<file path="src/rtl/rr_arbiter_8_pkg.sv">
// Shared definitions for the 8-way round-robin arbiter: sizes, FSM states and
// the rotate / priority-find / rotate-back search used to choose the next owner.
package rr_arbiter_8_pkg;

  localparam int N_REQ = 8;
  localparam int IDX_W = 3;

  typedef enum logic {
    ARB_IDLE  = 1'b0,
    ARB_GRANT = 1'b1
  } arb_state_t;

  typedef struct packed {
    logic             found;
    logic [IDX_W-1:0] idx;
  } pick_t;

  // First set bit of req strictly after ptr, wrapping mod 8; ptr itself is searched last.
  function automatic pick_t rr_pick(input logic [N_REQ-1:0] req,
                                    input logic [IDX_W-1:0] ptr);
    pick_t            res;
    logic [3:0]       sh;
    logic [15:0]      dbl;
    logic [N_REQ-1:0] rot;
    logic [IDX_W-1:0] off;
    sh  = {1'b0, ptr} + 4'd1;
    dbl = {req, req} >> sh;
    rot = dbl[N_REQ-1:0];
    off = '0;
    res = '0;
    for (int i = N_REQ - 1; i >= 0; i--) begin
      if (rot[i]) begin
        res.found = 1'b1;
        off       = IDX_W'(i);
      end
    end
    res.idx = ptr + IDX_W'(1) + off;
    return res;
  endfunction

endpackage

</file>
<file path="src/rtl/rr_arbiter_8_decoder.sv">
// 3-to-8 one-hot decoder with enable; all outputs low when disabled.
// Purely combinational, no backpressure.
module decoder_3_to_8 (
  input  logic [2:0] a,
  input  logic       enable,
  output logic [7:0] y
);

  always_comb begin
    y = 8'h00;
    if (enable) y = 8'h01 << a;
  end

endmodule

</file>
<file path="src/rtl/rr_arbiter_8.sv">
// Round-robin arbiter for 8 requesters with a hold-time limit and preempt pulse.
// Grant appears one cycle after request; handoff is overlap-free and gap-free.
module rr_arbiter_8
  import rr_arbiter_8_pkg::*;
#(
  parameter int MAX_HOLD = 16
) (
  input  logic             clk,
  input  logic             rst_n,
  input  logic [N_REQ-1:0] req,
  output logic [N_REQ-1:0] gnt,
  output logic [IDX_W-1:0] gnt_idx,
  output logic             gnt_valid,
  output logic             preempt
);

  // With MAX_HOLD=0 the counter simply saturates and never triggers a timeout.
  localparam bit         hold_en   = (MAX_HOLD != 0);
  localparam logic [7:0] hold_last = hold_en ? 8'(MAX_HOLD - 1) : 8'hFF;

  arb_state_t       state_q, state_d;
  logic [IDX_W-1:0] idx_q, idx_d;
  logic [IDX_W-1:0] ptr_q, ptr_d;
  logic [7:0]       cnt_q, cnt_d;
  logic             pre_q, pre_d;

  logic [N_REQ-1:0] others;
  pick_t            pick_idle;
  pick_t            pick_busy;

  assign others    = req & ~(N_REQ'(1) << idx_q);
  assign pick_idle = rr_pick(req, ptr_q);
  assign pick_busy = rr_pick(others, idx_q);

  always_ff @(posedge clk or negedge rst_n) begin
    if (!rst_n) begin
      state_q <= ARB_IDLE;
      idx_q   <= '0;
      ptr_q   <= IDX_W'(N_REQ - 1);
      cnt_q   <= '0;
      pre_q   <= 1'b0;
    end else begin
      state_q <= state_d;
      idx_q   <= idx_d;
      ptr_q   <= ptr_d;
      cnt_q   <= cnt_d;
      pre_q   <= pre_d;
    end
  end

  always_comb begin
    state_d = state_q;
    idx_d   = idx_q;
    ptr_d   = ptr_q;
    cnt_d   = cnt_q;
    pre_d   = 1'b0;
    case (state_q)
      ARB_IDLE: begin
        if (pick_idle.found) begin
          state_d = ARB_GRANT;
          idx_d   = pick_idle.idx;
          cnt_d   = '0;
        end
      end
      ARB_GRANT: begin
        if (!req[idx_q]) begin
          ptr_d = idx_q;
          cnt_d = '0;
          if (pick_busy.found) idx_d = pick_busy.idx;
          else                 state_d = ARB_IDLE;
        end else if (hold_en && cnt_q == hold_last && pick_busy.found) begin
          ptr_d = idx_q;
          idx_d = pick_busy.idx;
          cnt_d = '0;
          pre_d = 1'b1;
        end else if (cnt_q != hold_last) begin
          cnt_d = cnt_q + 8'd1;
        end
      end
      default: state_d = ARB_IDLE;
    endcase
  end

  always_comb begin
    gnt_valid = (state_q == ARB_GRANT);
    gnt_idx   = idx_q;
    preempt   = pre_q;
  end

  decoder_3_to_8 u_dec (
    .a      (idx_q),
    .enable (gnt_valid),
    .y      (gnt)
  );

endmodule

</file>
<file path="config.mk">
export PLATFORM = sky130hd
export DESIGN_NAME = rr_arbiter_8
export DESIGN_NICKNAME = d
export VERILOG_FILES = /design/src/rtl/rr_arbiter_8_pkg.sv /design/src/rtl/rr_arbiter_8_decoder.sv /design/src/rtl/rr_arbiter_8.sv
export SDC_FILE = /design/constraint.sdc
export NUM_CORES = 1
export LEC_CHECK = 0
export CAP_MARGIN = 10
export CORE_MARGIN = 2
export CORE_UTILIZATION = 59
export DETAILED_ROUTE_END_ITERATION = 8
export HOLD_SLACK_MARGIN = 0.1
export PLACE_DENSITY_LB_ADDON = 0.15
export SYNTH_ARGS = -nofsm -noshare
export SYNTH_HDL_FRONTEND = slang
export SYNTH_SLANG_ARGS = --single-unit
</file>
<file path="constraint.sdc">
create_clock -name clk -period 3.6 [get_ports clk]
set_clock_uncertainty 0.2 [all_clocks]
set_input_delay 0.36 -clock clk [delete_from_list [all_inputs] [get_ports clk]]
set_output_delay 0.36 -clock clk [all_outputs]
set_load 0.01 [all_outputs]
</file>
==> results.sh <==
export IMPL_cts_inserted_buffers=3
export IMPL_globalplace_congestion=0.898
export IMPL_die_area_um2=4510
export IMPL_syn_instance_count=292
export IMPL_dpl_hpwl_mm=4.43
export IMPL_final_area_um2=2670
export IMPL_synth_area_um2=2350
export IMPL_num_io_pins=23
export IMPL_max_freq_ghz=0.299
export IMPL_gr_total_overflow=0
export IMPL_synth_top_area_frac=0.138
export IMPL_startpoint_type="flop"
export IMPL_hp_class="reg -> reg"
export IMPL_period_needed_ns=3.35
export IMPL_synth_nets=307
export IMPL_leakagePower_nw=1.10
export IMPL_wire_per_inst_um=16.4
export IMPL_htree_levels=1
export IMPL_ant_nets=0
export IMPL_async_flop_share=1.00
export IMPL_cts_root_buf="clkbuf_8"
export IMPL_die_h_um=67.1
export IMPL_fillCellCount=329
export IMPL_portBuffers=22
export IMPL_tritoncts="built"
export IMPL_track_usage=0.283
export IMPL_dp_cells=357
export IMPL_start_util=0.628
export IMPL_final_cells=362
export IMPL_yosysTopAreaCell="dfrtp_1"
export IMPL_post_drt_via_cell_ratio=6.39
export IMPL_ir_worst_vdd_uv=692
export IMPL_drc=0
export IMPL_ys_flop_type="dfrtp_1"
export IMPL_maxSlewHeadroom=0.541
export IMPL_yosysUniqueCellTypes=64
export IMPL_ctsHoldBuffers=0
export IMPL_synthTopCellsByCount="nand2_1, nor3_1, mux2i_1, nor2_1"
export IMPL_grt_pass1_vias=2206
export IMPL_report_final_slew_viol_count=0
export IMPL_path_max_fanout=11
export IMPL_antenna_found_initial=0
export IMPL_final_hold_viol_count=0
export IMPL_core_um2=3740
export IMPL_pwr_density_cell_nw_per_um2=873
export IMPL_finalSetupViolations=0
export IMPL_nets=330
export IMPL_avgSynthCellArea_um2=8.05
export IMPL_grt_start_max_net_pins=22
export IMPL_regArea_um2=409
export IMPL_cts_buffer_depth=2
export IMPL_wl_mm=5.92
export IMPL_die_w_um=67.1
export IMPL_cts_sink_count=16
export IMPL_status="finished, final reports clean"
export IMPL_rsz0062_at_grt="false"
export IMPL_rows=22
export IMPL_drive_above_1_share=0.201
export IMPL_synth_edf_count=0
export IMPL_critPathKind="reg -> reg"
export IMPL_ys_seq_area_frac=0.172
export IMPL_synth_area_leaders="dfrtp_1, mux2i_1, nor3_1, nand2_1, nor2_1"
export IMPL_required_ns=3.58
export IMPL_multi_input_area_um2=1730
export IMPL_maxCapViolCount=0
export IMPL_critPathCaptureType="flop"
export IMPL_clkLatencyLatePin_ns=0.25
export IMPL_finalCritPeriodShare=0.930
export IMPL_dr_pass1_iters=5
export IMPL_crit_arrival_ns=3.33
export IMPL_route_vias_total=2313
export IMPL_setup_tns_final_ns=0
export IMPL_clk_pin_slew_ns=0.07
export IMPL_dpl_cell_area_um2=2600
export IMPL_drtIter0Drc=124
export IMPL_synth_seq_cells=16
export IMPL_synth_warnings=0
export IMPL_worstMarginPinSlew_ns=0.686
export IMPL_synthToLayoutAreaGrowth_pct=13.7
export IMPL_grt_pass1_wl_mm=9.96
export IMPL_yosys_cell_count_top_type="nand2_1"
export IMPL_antenna_cells=0
-- what timing repair did --
action / CTS / global route
endpoints found under the setup margin: 0 / 1
gates resized for setup: 0 / 4
buffers inserted: 0 / 1
-- worst max-delay path: stages, from the launching register on --
cell	delay, ns
dfstp_4	0.70
buf_4	0.20
nor3b_1	0.31
nor4_1	0.09
nor4_1	0.40
o21ai_0	0.18
and2_1	0.22
fa_1	0.40
xor2_1	0.17
xnor2_1	0.14
o22ai_1	0.09
a2bb2oi_1	0.17
-- where the power goes --
part	switching, W	internal [W]
Sequential	0.000144	0.000253
Combinational	0.000926	0.000849
Clock	0.0000644	0.0000971
-- stage by stage --
| step | hold WS, ns | worst slack [ns] | total power [W] | util |
|---|---|---|---|---|
| after detailed placement | 0.304 | 0.0912 | 0.00214 | 0.695 |
| after CTS | 0.313 | 0.152 | 0.00230 | 0.710 |
| final | 0.315 | 0.250 | 0.00233 | 0.714 |
| after floorplan | -0.136 | 0.445 | 0.00176 | - |
| after global routing | 0.328 | 0.0208 | 0.00254 | 0.714 |
| after global placement | 0.294 | 0.122 | 0.00210 | 0.695 |
-- final timing paths --
check / cells after the start / to / start / slack [ns]
min in group asynchronous: 1 / cnt_q[2]$_DFFE_PN0P_ / rst_n / 0.32
max: 11 / gnt_idx[2]$_DFFE_PN0P_ / ptr_q[1]$_DFFE_PN1P_ / 0.25
max in group asynchronous: 1 / gnt_idx[1]$_DFFE_PN0P_ / rst_n / 2.40
max reg2reg: 11 / gnt_idx[2]$_DFFE_PN0P_ / ptr_q[1]$_DFFE_PN1P_ / 0.25
min reg2reg: 1 / cnt_q[0]$_DFFE_PN0P_ / cnt_q[0]$_DFFE_PN0P_ / 0.31
min: 1 / cnt_q[0]$_DFFE_PN0P_ / cnt_q[0]$_DFFE_PN0P_ / 0.31
-- state kept, by name, indices dropped and copies added (netlist names) --
signal	flops
preempt	1
cnt_q	8
ptr_q	3
gnt_idx	3
gnt_valid	1
-- routing by layer --
metal,track usage,up-vias,part of all wire
met2,0.488,73,0.49
met3,0.0422,6,0.053
met4,0.0434,0,0.0076
met1,0.381,1118,0.45
met5,0,-,0
li1,-,1116,-
-- cells in the final DEF, fill, tap and decap left out, drive strengths merged, types with 4 or more instances in the layout --
cell type | synthesis | final
nand2 | 26 | 26
nor3 | 26 | 26
nor2 | 24 | 24
clkdlybuf4s50 | 0 | 22
mux2i | 22 | 22
buf | 22 | 20
a21oi | 18 | 18
o21ai | 16 | 16
dfrtp | 13 | 13
nor3b | 13 | 13
inv | 10 | 10
mux2 | 9 | 9
nor4 | 8 | 8
nand2b | 7 | 7
nor2b | 6 | 6
o211ai | 6 | 6
and2 | 5 | 5
o22ai | 5 | 5
clkbuf | 3 | 5
nand3 | 4 | 4
-- cell families (layout without fill, tap and decap cells) --
logic type,count (synthesis),count (layout),synth area share
AND/OR/NAND/NOR,133,133,0.313
AO/OA/AOI/OAI,67,67,0.219
buffers and inverters,35,57,0.0921
multiplexers,33,33,0.159
flip-flops,16,16,0.172
adder cells (fa/ha/maj),5,5,0.0330
XOR/XNOR,3,3,0.0112
-- cell type report --
| type | instances | share of cell area |
|---|---|---|
| multi-input cells | 241 | 0.649 |
| flip-flops and latches | 16 | 0.153 |
| repair buffers | 43 | 0.141 |
| well taps | 48 | 0.0225 |
| clock buffers | 4 | 0.0206 |
| inverters | 10 | 0.0140 |
No activity file was read; power rests on OpenSTA's default activity.
==> variant, RTL diff (same settings) <==
Set the parameter `MAX_HOLD` to 12 (it was 16).
--- a/src/rtl/rr_arbiter_8.sv
+++ b/src/rtl/rr_arbiter_8.sv
@@ -3,7 +3,7 @@
 module rr_arbiter_8
   import rr_arbiter_8_pkg::*;
 #(
-  parameter int MAX_HOLD = 16
+  parameter int MAX_HOLD = 12
 ) (
   input  logic             clk,
   input  logic             rst_n,
Behaviour: no difference found for any inputs over 10 cycles, from zero or initial values and one cycle with rst_n low; that may be too few to reach the edited logic, so the function may still have changed.
==> variant against the unedited design <==
- worst hold slack better by 0.018 ns
- first-iteration DRC count increased by 23%
- critical path depth grew 2
- count of clock-buffer cells in the layout unchanged
- synthesized area fell by 6.9%
- sequential cell count unchanged
- total power shrank 3.1%
- setup slack got worse by 0.11 ns
- wire length increased by 2.2%
- cell area is 2.3% higher
- core utilization increased by 4.4 points
- largest power group unchanged
==> variant: results (changes against the unedited design) <==
[timing]
tightestPinTransition_ns=0.7461  ; +0.05969 ns
worst_slack_ns=0.1425  ; -0.1080 ns
worst_hold_slack_ns=0.3324  ; +0.01790 ns

[hold_path]
hold_depth=2  ; +1
holdCritPathClass=reg -> reg
hp-start=cnt_q[1]
min_to=cnt_q[1]

[critical_path]
critical_path.top_delay_family=compound AO/OA/AOI/OAI gates
crit_arrival_ns=3.44  ; +0.11 ns
worst-setup-path-type=reg -> reg
critical_path.max_stage_delay_ns=0.60  ; -0.10 ns
regToRegStartpoint=ptr_q[0]
worstPathMaxFanout=4  ; -7

[drt]
vias=2176  ; -5.9%
dr_wl_met2_um=2950  ; +2.5%
met1_length_um=2566  ; -4.4%
viasPerCell=6.326  ; -1.0%
detail_route.iter0.violations=153  ; +23%
wl_per_cell_um=17.61  ; +7.6%
met3_length_um=461  ; +46%

[grt]
grt_util_met2_pct=50.26  ; +1.5 points
use_met1_pct=42.41  ; +4.3 points
grt_pass1_vias=2057  ; -6.8%
grt_usage_pct=30.38  ; +2.1 points
grt_pass1_wl_um=9949  ; -0.14%
grt_max_degree=17  ; -23%
grt_use_met3_pct=3.646  ; -0.58 points

[synth]
synthCells=253  ; -13%
seq_area_frac_synth_pct=18.46  ; +1.3 points
synth_commonest_cells=nor2_1 (31), nand2_1 (19), mux4_2 (15)
synth_nets=268  ; -13%

[clock_tree]
root_buffer=clkbuf_8

[power]
p_comb_share_pct=75.4  ; -0.7 points
p_int_w=0.001230  ; +2.6%
ir_worst_vdd_mv=0.5925  ; -14%
pg_seq_w=0.000396  ; about the same
powerDensity_nw_per_um2=827.0  ; -5.3%

[placed_design]
dp.cells=338  ; -5.3%
place_area_um2=2638  ; +1.3%
dp_hpwl_um=4476  ; +0.96%
place_ws_ns=-0.1067  ; -0.1979 ns
gp_congestion=0.8886  ; -1.0%

[layout]
drive_gt1_share_pct=29.73  ; +9.7 points
final_nets=312  ; -5.5%
largest_register=cnt_q

[outcome]
outcome=finished clean

## variant: cell count changes after synthesis, sizes merged, moves of 5 or more
cell,change
nor3b,-7
mux4,+13
buf,-5
and2,-5
nand2,-7
mux2i,-8
nor2,+7
xnor2,+5
nor4,-8
a21oi,-6
o21ai,-6
nor3,-13
## variant: cell type report
type | count | area (um2)
clock buffer | 4 | 55.05
tap | 48 | 60.06
inverter | 10 | 37.54
fill | 267 | 870.8
timing repair buffer | 62 | 529.3
multi-input combinational | 204 | 1647
sequential | 16 | 406.6
## variant: cell families (layout without fill, tap and decap cells)
family / Yosys count / after routing / synth area share [%]
compound gates: 58 / 58 / 18.91
xor+xnor: 8 / 8 / 3.543
flops: 16 / 16 / 18.46
fa+ha+maj: 5 / 5 / 3.543
buf+inv: 33 / 76 / 7.085
mux: 39 / 39 / 26.97
simple gates: 94 / 94 / 21.49
## variant: what timing repair did
action                                  CTS  global route
setup buffers                             0             2
gates resized for setup                   0            12
endpoints found under the hold margin     0             0
endpoints found under the setup margin    0             1
